--- src/rtl/cell_evaluator_pkg.sv ---
// Shared definitions for the Life cell evaluator: FSM encoding, neighbourhood
// offset tables and B3/S23 rule constants.
package life_pkg;

    typedef enum logic [1:0] {StIdle, StScan, StDone} state_e;

    // Row-major 3x3 scan; entry i gives the (dr, dc) offset of neighbour i.
    localparam logic signed [1:0] NEIGH_DR [9] = '{-2'sd1, -2'sd1, -2'sd1,
                                                   2'sd0,  2'sd0,  2'sd0,
                                                   2'sd1,  2'sd1,  2'sd1};
    localparam logic signed [1:0] NEIGH_DC [9] = '{-2'sd1, 2'sd0, 2'sd1,
                                                   -2'sd1, 2'sd0, 2'sd1,
                                                   -2'sd1, 2'sd0, 2'sd1};

    localparam logic [3:0] SELF_INDEX    = 4'd4;
    localparam logic [3:0] LAST_INDEX    = 4'd8;
    localparam logic [3:0] BIRTH_COUNT   = 4'd3;
    localparam logic [3:0] SURVIVE_COUNT = 4'd2;

endpackage

--- src/rtl/cell_evaluator_if.sv ---
// Request/response and cell-reader signals of the cell evaluator.
// slave is the evaluator's view; master is the sequencer/reader side.
interface cell_evaluator_if;
    logic       start;
    logic       ready;
    logic [7:0] cell_column;
    logic [7:0] cell_row;
    logic       done;
    logic       next_value;
    logic [3:0] live_count;
    logic       rd_start;
    logic       rd_ready;
    logic [7:0] rd_column;
    logic [7:0] rd_row;
    logic       rd_value;

    modport slave (
        input  start, cell_column, cell_row, rd_ready, rd_value,
        output ready, done, next_value, live_count, rd_start, rd_column, rd_row
    );

    modport master (
        output start, cell_column, cell_row, rd_ready, rd_value,
        input  ready, done, next_value, live_count, rd_start, rd_column, rd_row
    );
endinterface

--- src/rtl/cell_evaluator_coord_wrap.sv ---
// Neighbour coordinate along one axis: applies a -1/0/+1 offset, then either
// wraps toroidally or flags the result as outside the arena.
module coord_wrap #(
    parameter int unsigned DIM  = 10,
    parameter bit          WRAP = 1'b1
) (
    input  logic [7:0]        i_coord,
    input  logic signed [1:0] i_offset,
    output logic [7:0]        o_coord,
    output logic              o_in_range
);
    localparam logic [9:0] DIM_W   = 10'(DIM);
    localparam logic [7:0] DIM_MAX = 8'(DIM - 1);

    logic [9:0] w_sum;

    // Bit 9 set means the sum went negative (coord 0, offset -1).
    assign w_sum = {2'b00, i_coord} + {{8{i_offset[1]}}, i_offset};

    always_comb begin
        o_coord    = w_sum[7:0];
        o_in_range = 1'b1;
        if (w_sum[9]) begin
            o_coord    = DIM_MAX;
            o_in_range = WRAP;
        end else if (w_sum >= DIM_W) begin
            o_coord    = '0;
            o_in_range = WRAP;
        end
    end
endmodule

--- src/rtl/cell_evaluator.sv ---
// Evaluates the next Life (B3/S23) state of one cell by reading its 3x3
// neighbourhood through the cell reader, one read per accepted handshake.
module cell_evaluator
    import life_pkg::*;
#(
    parameter int unsigned ARENA_WIDTH  = 10,
    parameter int unsigned ARENA_HEIGHT = 10,
    parameter bit          WRAP         = 1'b1
) (
    input  logic            clk,
    input  logic            reset,
    cell_evaluator_if.slave bus
);
    state_e     r_state;
    logic [3:0] r_index;
    logic [3:0] r_count;
    logic       r_self;
    logic [7:0] r_col;
    logic [7:0] r_row;
    logic       r_done;
    logic       r_next_value;
    logic [3:0] r_live_count;

    logic [7:0] w_nb_col;
    logic [7:0] w_nb_row;
    logic       w_col_ok;
    logic       w_row_ok;
    logic       w_rd_req;
    logic       w_rd_fire;
    logic       w_advance;
    logic       w_start_ok;
    logic [3:0] w_count_next;
    logic       w_self_next;

    coord_wrap #(.DIM(ARENA_WIDTH), .WRAP(WRAP)) u_wrap_col (
        .i_coord    (r_col),
        .i_offset   (NEIGH_DC[r_index]),
        .o_coord    (w_nb_col),
        .o_in_range (w_col_ok)
    );

    coord_wrap #(.DIM(ARENA_HEIGHT), .WRAP(WRAP)) u_wrap_row (
        .i_coord    (r_row),
        .i_offset   (NEIGH_DR[r_index]),
        .o_coord    (w_nb_row),
        .o_in_range (w_row_ok)
    );

    assign w_rd_req  = (r_state == StScan) & w_col_ok & w_row_ok;
    assign w_rd_fire = w_rd_req & bus.rd_ready;
    // Off-arena neighbours (no wrap) are skipped without a read and count as dead.
    assign w_advance = (r_state == StScan) & (w_rd_fire | ~(w_col_ok & w_row_ok));

    assign w_count_next = r_count +
                          {3'b000, w_rd_fire & bus.rd_value & (r_index != SELF_INDEX)};
    assign w_self_next  = (w_rd_fire && r_index == SELF_INDEX) ? bus.rd_value : r_self;

    assign w_start_ok = bus.start
                      & ({1'b0, bus.cell_column} < 9'(ARENA_WIDTH))
                      & ({1'b0, bus.cell_row} < 9'(ARENA_HEIGHT));

    assign bus.ready      = (r_state == StIdle);
    assign bus.done       = r_done;
    assign bus.next_value = r_next_value;
    assign bus.live_count = r_live_count;
    assign bus.rd_start   = w_rd_req;
    assign bus.rd_column  = w_rd_req ? w_nb_col : '0;
    assign bus.rd_row     = w_rd_req ? w_nb_row : '0;

    always_ff @(posedge clk or negedge reset) begin
        if (!reset) begin
            r_state      <= StIdle;
            r_index      <= '0;
            r_count      <= '0;
            r_self       <= 1'b0;
            r_col        <= '0;
            r_row        <= '0;
            r_done       <= 1'b0;
            r_next_value <= 1'b0;
            r_live_count <= '0;
        end else begin
            r_done <= 1'b0;
            unique case (r_state)
                StIdle: begin
                    if (w_start_ok) begin
                        r_col   <= bus.cell_column;
                        r_row   <= bus.cell_row;
                        r_count <= '0;
                        r_self  <= 1'b0;
                        r_index <= '0;
                        r_state <= StScan;
                    end
                end
                StScan: begin
                    if (w_advance) begin
                        r_count <= w_count_next;
                        r_self  <= w_self_next;
                        if (r_index == LAST_INDEX) begin
                            r_state      <= StDone;
                            r_done       <= 1'b1;
                            r_live_count <= w_count_next;
                            r_next_value <= (w_count_next == BIRTH_COUNT) |
                                            (w_self_next & (w_count_next == SURVIVE_COUNT));
                        end else begin
                            r_index <= r_index + 4'd1;
                        end
                    end
                end
                StDone:  r_state <= StIdle;
                default: r_state <= StIdle;
            endcase
        end
    end
endmodule

--- src/flat_wrapper.sv ---
// flat-port wrapper written by rule: the top's interface ports become plain ports
module cell_evaluator_flat import life_pkg::*;
#(
    parameter int unsigned ARENA_WIDTH  = 10,
    parameter int unsigned ARENA_HEIGHT = 10,
    parameter bit          WRAP         = 1'b1
)
  (clk, reset, bus_start, bus_cell_column, bus_cell_row, bus_rd_ready, bus_rd_value, bus_ready, bus_done, bus_next_value, bus_live_count, bus_rd_start, bus_rd_column, bus_rd_row);
  cell_evaluator_if bus_i ();
  input  logic clk;
  input  logic reset;
  input wire logic [$bits(bus_i.start)-1:0] bus_start;
  input wire logic [$bits(bus_i.cell_column)-1:0] bus_cell_column;
  input wire logic [$bits(bus_i.cell_row)-1:0] bus_cell_row;
  input wire logic [$bits(bus_i.rd_ready)-1:0] bus_rd_ready;
  input wire logic [$bits(bus_i.rd_value)-1:0] bus_rd_value;
  output wire logic [$bits(bus_i.ready)-1:0] bus_ready;
  output wire logic [$bits(bus_i.done)-1:0] bus_done;
  output wire logic [$bits(bus_i.next_value)-1:0] bus_next_value;
  output wire logic [$bits(bus_i.live_count)-1:0] bus_live_count;
  output wire logic [$bits(bus_i.rd_start)-1:0] bus_rd_start;
  output wire logic [$bits(bus_i.rd_column)-1:0] bus_rd_column;
  output wire logic [$bits(bus_i.rd_row)-1:0] bus_rd_row;
  assign bus_i.start = bus_start;
  assign bus_i.cell_column = bus_cell_column;
  assign bus_i.cell_row = bus_cell_row;
  assign bus_i.rd_ready = bus_rd_ready;
  assign bus_i.rd_value = bus_rd_value;
  assign bus_ready = bus_i.ready;
  assign bus_done = bus_i.done;
  assign bus_next_value = bus_i.next_value;
  assign bus_live_count = bus_i.live_count;
  assign bus_rd_start = bus_i.rd_start;
  assign bus_rd_column = bus_i.rd_column;
  assign bus_rd_row = bus_i.rd_row;
  cell_evaluator #(.ARENA_WIDTH(ARENA_WIDTH), .ARENA_HEIGHT(ARENA_HEIGHT), .WRAP(WRAP)) u_core (.clk(clk), .reset(reset), .bus(bus_i));
endmodule
--- config.mk ---
export PLATFORM = sky130hd
export DESIGN_NAME = cell_evaluator_flat
export DESIGN_NICKNAME = d
export VERILOG_FILES = /design/src/rtl/cell_evaluator_pkg.sv /design/src/rtl/cell_evaluator_if.sv /design/src/rtl/cell_evaluator_coord_wrap.sv /design/src/rtl/cell_evaluator.sv /design/src/flat_wrapper.sv
export SDC_FILE = /design/constraint.sdc
export NUM_CORES = 1
export LEC_CHECK = 0
export ABC_AREA = 1
export BUFFER_PORTS_ARGS = -buffer_cell sky130_fd_sc_hd__clkbuf_2
export CAP_MARGIN = 20
export CORE_UTILIZATION = 57
export DETAILED_ROUTE_END_ITERATION = 10
export HOLD_SLACK_MARGIN = 0.15
export PLACE_DENSITY = 0.81
export SLEW_MARGIN = 20
export SYNTH_ARGS = -nofsm -noshare
export SYNTH_HDL_FRONTEND = slang
export SYNTH_SLANG_ARGS = --single-unit
--- constraint.sdc ---
create_clock -name clk -period 3.6 [get_ports clk]
set_clock_uncertainty 0.15 [all_clocks]
set_input_delay 0.18 -clock clk [delete_from_list [all_inputs] [get_ports clk]]
set_output_delay 0.18 -clock clk [all_outputs]
set_load 0.05 [all_outputs]
* After elaboration in Yosys (flattened, before gate mapping) *
Memory sizes are Yosys's and may differ from the RTL's.
Cells that the tools add are included.
Widths: inputs -> output; s select.

cells by class
  add/sub/neg operators = 4
  magnitude comparators = 5
  eq/ne operators = 10
  mux-type cells = 27
  bitwise logic cells = 9
  reductions and logical operators = 8

operators by type and width
  cell                 count
  $mux 8               6
  $add 9x2->10         2
  $ge 10x4->1 const B  2
  $lt 8x4->1 const B   2
  $mux 4               4
  $pmux 4 s2           2
  $mux 2               7
  $reduce_and 3->1     3
  $eq 4x2->1 const B   2
  $and 1x1->1          7
  $mux 1               6
  $ge 5x5->1 const B   1
  $not 4->5            1
  $add 4x1->4          1
  $add 4x1->4 const B  1
  $eq 4x3->1 const B   1
  $eq 4x4->1 const B   1
  $ne 2x1->1 const B   2
  $ne 2x2->1 const B   2
  $ne 4x3->1 const B   1
  $pmux 2 s2           1
  $reduce_and 4->1     1
  $eq 2x1->1 const B   1
  $logic_not 2->1      1
  5 further kinds      5

storage, ports and cells
  register bits after elaboration = 33
  memory bits (read-only) = 64
  bits of input ports = 21
  output and inout port bits = 24
  logic and storage cells = 74
  memories = 2

memory list
  memory            words  width  rd ports  clocked after Yosys merged registers in  write ports  RTL line              text
  (name not given)  16     2      1         0                                        0            cell_evaluator.sv:44  .i_offset (NEIGH_DR[r_index]),
  (name not given)  16     2      1         0                                        0            cell_evaluator.sv:37  .i_offset (NEIGH_DC[r_index]),

* Depth between registers and ports, before layout *
  depth after elaboration = 9
  depth in mapped cells = 21

* By module *
A second synthesis with hierarchy kept.

second synthesis, totals
  cells, all modules = 472
  area, all modules = 3168.0 um^2

by module, submodules not included
  module          times used  cells each  area an instance (um^2)  sequential area each (um^2)
  cell_evaluator  1           226         1739.2                   825.8
  coord_wrap      2           123         714.4                    0.0

* Least setup slack after synthesis *
Ideal clock, no wire load.

  kind = register to output
  start = reg u_core.r_index[1]
  end = out bus_rd_row[1]
  data arrival time = 3097 ps
  required time = 3270 ps
  path slack = 173 ps
  cell stages (with the launch flop) = 17
  cells stage by stage = dfrtp_1 > ha_1 > inv_1 > ha_1 > nor2_1 > nand2_1 > ha_1 > ha_1 > inv_1 > nand2_1 > xor2_1 > nand2_1 > nand3_1 > nand3_1 > nor2_1 > nand3_1 > nor3_1

on the way
  word-level cells in the longest chain between the ends = 9

ends and longest elaborated chain
  element                                         RTL line                         text
  start: declaration                              cell_evaluator.sv:15             logic [3:0] r_index;
  start signal: assignment                        cell_evaluator.sv:105            r_index <= r_index + 4'd1;
  $not 4->5 (implied by the code) (*)             cell_evaluator.sv:44
  $mem_v2 16x2 (*)                                n/a
  $mux 2 (implied by the code) (*) (2 in series)  cell_evaluator.sv:44
  $add 9x2->10 (*)                                cell_evaluator_coord_wrap.sv:18  assign w_sum = {2'b00, i_coord} + {{8{i_offset[1]}}, i_offset};
  $ge 10x4->1                                     cell_evaluator_coord_wrap.sv:26  end else if (w_sum >= DIM_W) begin
  $mux 8                                          cell_evaluator_coord_wrap.sv:26
  $mux 8 (*)                                      cell_evaluator_coord_wrap.sv:23  if (w_sum[9]) begin
  $mux 8 (*)                                      cell_evaluator.sv:68             assign bus.rd_row = w_rd_req ? w_nb_row : '0;
  end: declaration                                flat_wrapper.sv:23               output wire logic [$bits(bus_i.rd_row)-1:0] bus_rd_row;

Mark *: on every way between the ends. The rest lies on a longest branch, timed or not. The select of a mux whose other input is x is not followed.

* Worst setup path in the final report *
  start = reg u_core.r_index[0]
  end = out bus_rd_column[0]

on the way
  word-level cells in the longest chain between the ends = 9

ends and longest elaborated chain
  element                                         RTL line                         text
  $not 4->5 (implied by the code) (*)             cell_evaluator.sv:37
  $mem_v2 16x2 (*)                                n/a
  $mux 2 (implied by the code) (*) (2 in series)  cell_evaluator.sv:37
  $add 9x2->10 (*)                                cell_evaluator_coord_wrap.sv:18
  $ge 10x4->1                                     cell_evaluator_coord_wrap.sv:26
  $mux 8                                          cell_evaluator_coord_wrap.sv:26
  $mux 8 (*)                                      cell_evaluator_coord_wrap.sv:23
  $mux 8 (*)                                      cell_evaluator.sv:67             assign bus.rd_column = w_rd_req ? w_nb_col : '0;
  end: declaration                                flat_wrapper.sv:22               output wire logic [$bits(bus_i.rd_column)-1:0] bus_rd_column;

Marks and branches as above.

==> impl_results.md <==
- Global placer's final weighted congestion: ~0.89
- Pint: ~1.2 mW
- Clock power frac: 14.8%
- CP Class: flip-flop to primary output
- WHS: ~0.32 ns
- Worst Path Arrival: 3.03 ns
- Overall power after layout: around 2.5 mW
- Top post-synthesis cells by area: dfrtp_1, nand2_1, inv_1
- Initial core utilization: approximately 60%
- Hold Vio Cnt, Final: 0
- Crit. End Element: primary output
- 1st-iter DRT viols: roughly 160
- Worst slew pin tran: 0.8099 ns
- Core area: approximately 0.0044 mm2
- Initial antenna violation count: 0
- Synth top area share: between 30% and 40%
- Maximum clock path buffer count: 2
- Root buf cell: clkbuf_8
- Worst slew margin: between 40% and 50%
- Total CTS buffers: 5
- Fin util: approximately 72%
- Min Tclk post-route: ~3.4 ns
- Unique cell type count in the Yosys netlist: 32
- Clk_lat worst skew: 0.29 ns
- Area Growth Syn to Fin: 21.29%
- Type of the worst min-delay path: flip-flop to flip-flop
- Port Buffers: 36
- Final antenna-violating net count: 0
- CP required: 3.27 ns
- R2R Setup Slk: ~1.2 ns
- Synth Warn #: 0
- Number of slew-limit violations in the final report: 0
- Via count: between 2000 and 3000
- GRT Overall Usage: between 20% and 30%
- First-pass GRT wire length: roughly 11 mm
- Per-cell routed wire length: roughly 12 um
- Design Area, Final: 0.003151 mm2
- Share of layout cells above drive strength 1: 17.29%
- Die X-Extent: between 60 and 70 um
- Switching share of power: a little over half
- Synth Cell Area: approximately 0.0026 mm2
- Cells after Synth: around 400
- Switching power: around 1.3 mW
- H-tree levels: 2
- Final WL: around 6.3 mm
- Clk pin slew, worst setup/hold paths: about 0.07 ns
- Sequential share of the synthesized area: around a third
- Die area: between 0.004 and 0.005 mm2
- Vias per cell: between 5 and 6
- MaxCap Viol Count: 0
- Antenna Cells: 0
- Setup violators final: 0
- Power per Cell Area: around 780 mW/mm2
- Drt first pass iters: 4
- Flop pwr share: 19.0%
- Final period util: 93.38%
- DRC Markers: 0
- Post-DP HPWL: about 4.6 mm
- Critical Path Fanout Max: 4
- Dpl cell area: between 0.002 and 0.003 mm2
- I/O pin count: 45
- Post-Syn Area per Cell: ~6.5 um2
- Die height: slightly below 70 um
- Vias in the first global route: about 2600
- Largest net degree at the start of global routing: 34
- Crit start category: flip-flop
- Maximum VDD drop: between 0.0003 and 0.0004 V
- Comb power frac: 66.2%
- Placed insts: 481
- Sink Count: 33
- Final cell count without fillers: between 500 and 600
- Final Net Count: 488
- Clock tree from TritonCTS: done
- Row cnt: 24
- Yosys top cell by area: dfrtp_1
- Max Fclk: 297.5 MHz
- Gr ovfl total: 0
- Leak: 1.809 nW
- Status: completed
- Yosys reg bits: 33
[worst max-delay path, cell delays in order (launching register included)]
cell     delay (ns)
dfrtp_1        0.42
inv_2          0.11
ha_2           0.31
nand2_4        0.09
nand2_1        0.09
nor2_4         0.16
nand2_2        0.09
nand2_1        0.09
inv_1          0.05
ha_1           0.17
inv_1          0.07
nand2_1        0.10
nand3_2        0.11
nand2_1        0.07
nand2_1        0.07
nand2_1        0.06
nand2_1        0.08
nand3_2        0.10
nor2_4         0.15
nand3_1        0.09
nand2_1        0.07
buf_4          0.19
[sequential cells by signal, summed over array words and instances (netlist names)]
signal	flops
u_core.r_col	8
u_core.r_row	8
u_core.bus.live_count	4
u_core.r_count	4
u_core.r_index	4
u_core.r_state	2
u_core.bus.done	1
u_core.bus.next_value	1
u_core.r_self	1
[logic make-up after synthesis]
family	synth area share, %
AOI/OAI and AO/OA	7.322
xor gates and xnor gates	1.349
adders and majority gates	5.299
buffers and inverters	13.87
DFF	31.79
muxes	0.8670
other	0.1444
and+or+nand+nor	39.35
[Yosys cell counts]
cell,count
nand3_1,41
buf_1,1
mux2_2,2
buf_4,9
xor2_1,4
inv_2,3
nand3b_1,3
nand3_4,1
nand2_2,3
ha_1,11
clkbuf_1,3
conb_1,1
o31a_1,1
nor3_2,1
nor2_1,34
o21ai_0,21
buf_6,1
nand2_4,1
nor4_1,2
nor3_1,4
dfrtp_1,33
a21oi_2,1
a31oi_1,1
nor2_4,1
nor2_2,2
or2_2,1
o21ai_1,1
nand4_1,16
a41oi_1,3
a21oi_1,6
inv_1,68
nand2_1,119
[worst paths after layout]
kind                                                      startpoint                              endpoint  cells past startpoint
worst max-delay path                   u_core.r_index[0]$_DFFE_PN0P_                      bus_rd_column[0]                     21
worst min-delay path            u_core.bus.live_count[3]$_DFFE_PN0P_  u_core.bus.live_count[3]$_DFFE_PN0P_                      2
worst max register to register         u_core.r_index[0]$_DFFE_PN0P_     u_core.bus.next_value$_DFFE_PN0P_                     11
worst min register to register  u_core.bus.live_count[3]$_DFFE_PN0P_  u_core.bus.live_count[3]$_DFFE_PN0P_                      2
max in group asynchronous                                      reset         u_core.r_index[1]$_DFFE_PN0P_                      2
min in group asynchronous                                      reset  u_core.bus.live_count[1]$_DFFE_PN0P_                      2
[final cells by class]
class	count	area [um2]
Multi-Input combinational cell	288	1480
Fill cell	348	1204
Sequential cell	33	827.0
Timing Repair Buffer	57	395.4
Inverter	71	266.5
Clock buffer	7	86.33
Tap cell	52	65.06
Clock inverter	1	30.03
[through the flow]
step / setup WS, ns / setup TNS [ns]
final: 0.2385 / 0
after global routing: -0.03577 / -0.1437
after CTS: 0.01535 / 0
after detailed placement: 0.3495 / 0
after global placement: 0.4431 / 0
after floorplan: 0.1734 / 0
[power by group through the flow]
stage	Sequential (mW)	Clock, mW	Combinational, mW
6_report	0.467	0.362	1.62
5_1_grt	0.473	0.378	1.84
4_1_cts	0.462	0.366	1.45
3_5_place_dp	0.468	0	1.43
3_3_place_gp	0.465	0	1.42
2_1_floorplan	0.510	0	1.16
[layer usage]
layer | global-route usage, % | share of wire (%)
met2 | 47.57 | 49
met1 | 36.68 | 44
met5 | 0 | 0
met4 | 6.122 | 0.71
met3 | 4.360 | 5.4
[cell usage in the layout, fill, tap and decap left out, types with 2 or more instances in the layout]
master / count
buf_6: 2
nand3_2: 2
nand2_2: 3
nand2_4: 2
nand4_1: 16
nor3_1: 3
nor2_1: 30
o21ai_0: 21
mux2_2: 2
xor2_1: 4
nor3_2: 2
conb_1: 8
ha_1: 9
nand2_1: 118
nand3_1: 39
clkbuf_2: 29
nor2_4: 2
buf_4: 11
a21oi_1: 6
nor4_1: 2
dlygate4sd3_1: 14
inv_2: 5
inv_1: 66
ha_2: 2
nand3b_1: 3
nor2_2: 5
dfrtp_1: 32
a41oi_1: 3
clkbuf_8: 6
[what timing repair did]
action,4_1_cts,5_1_grt
hold buffers,14,0
buffers inserted,0,6
resized for setup,0,36
hold endpoints to repair,45,0
endpoints found under the setup margin,0,8
No activity file was read; power rests on OpenSTA's default activity.
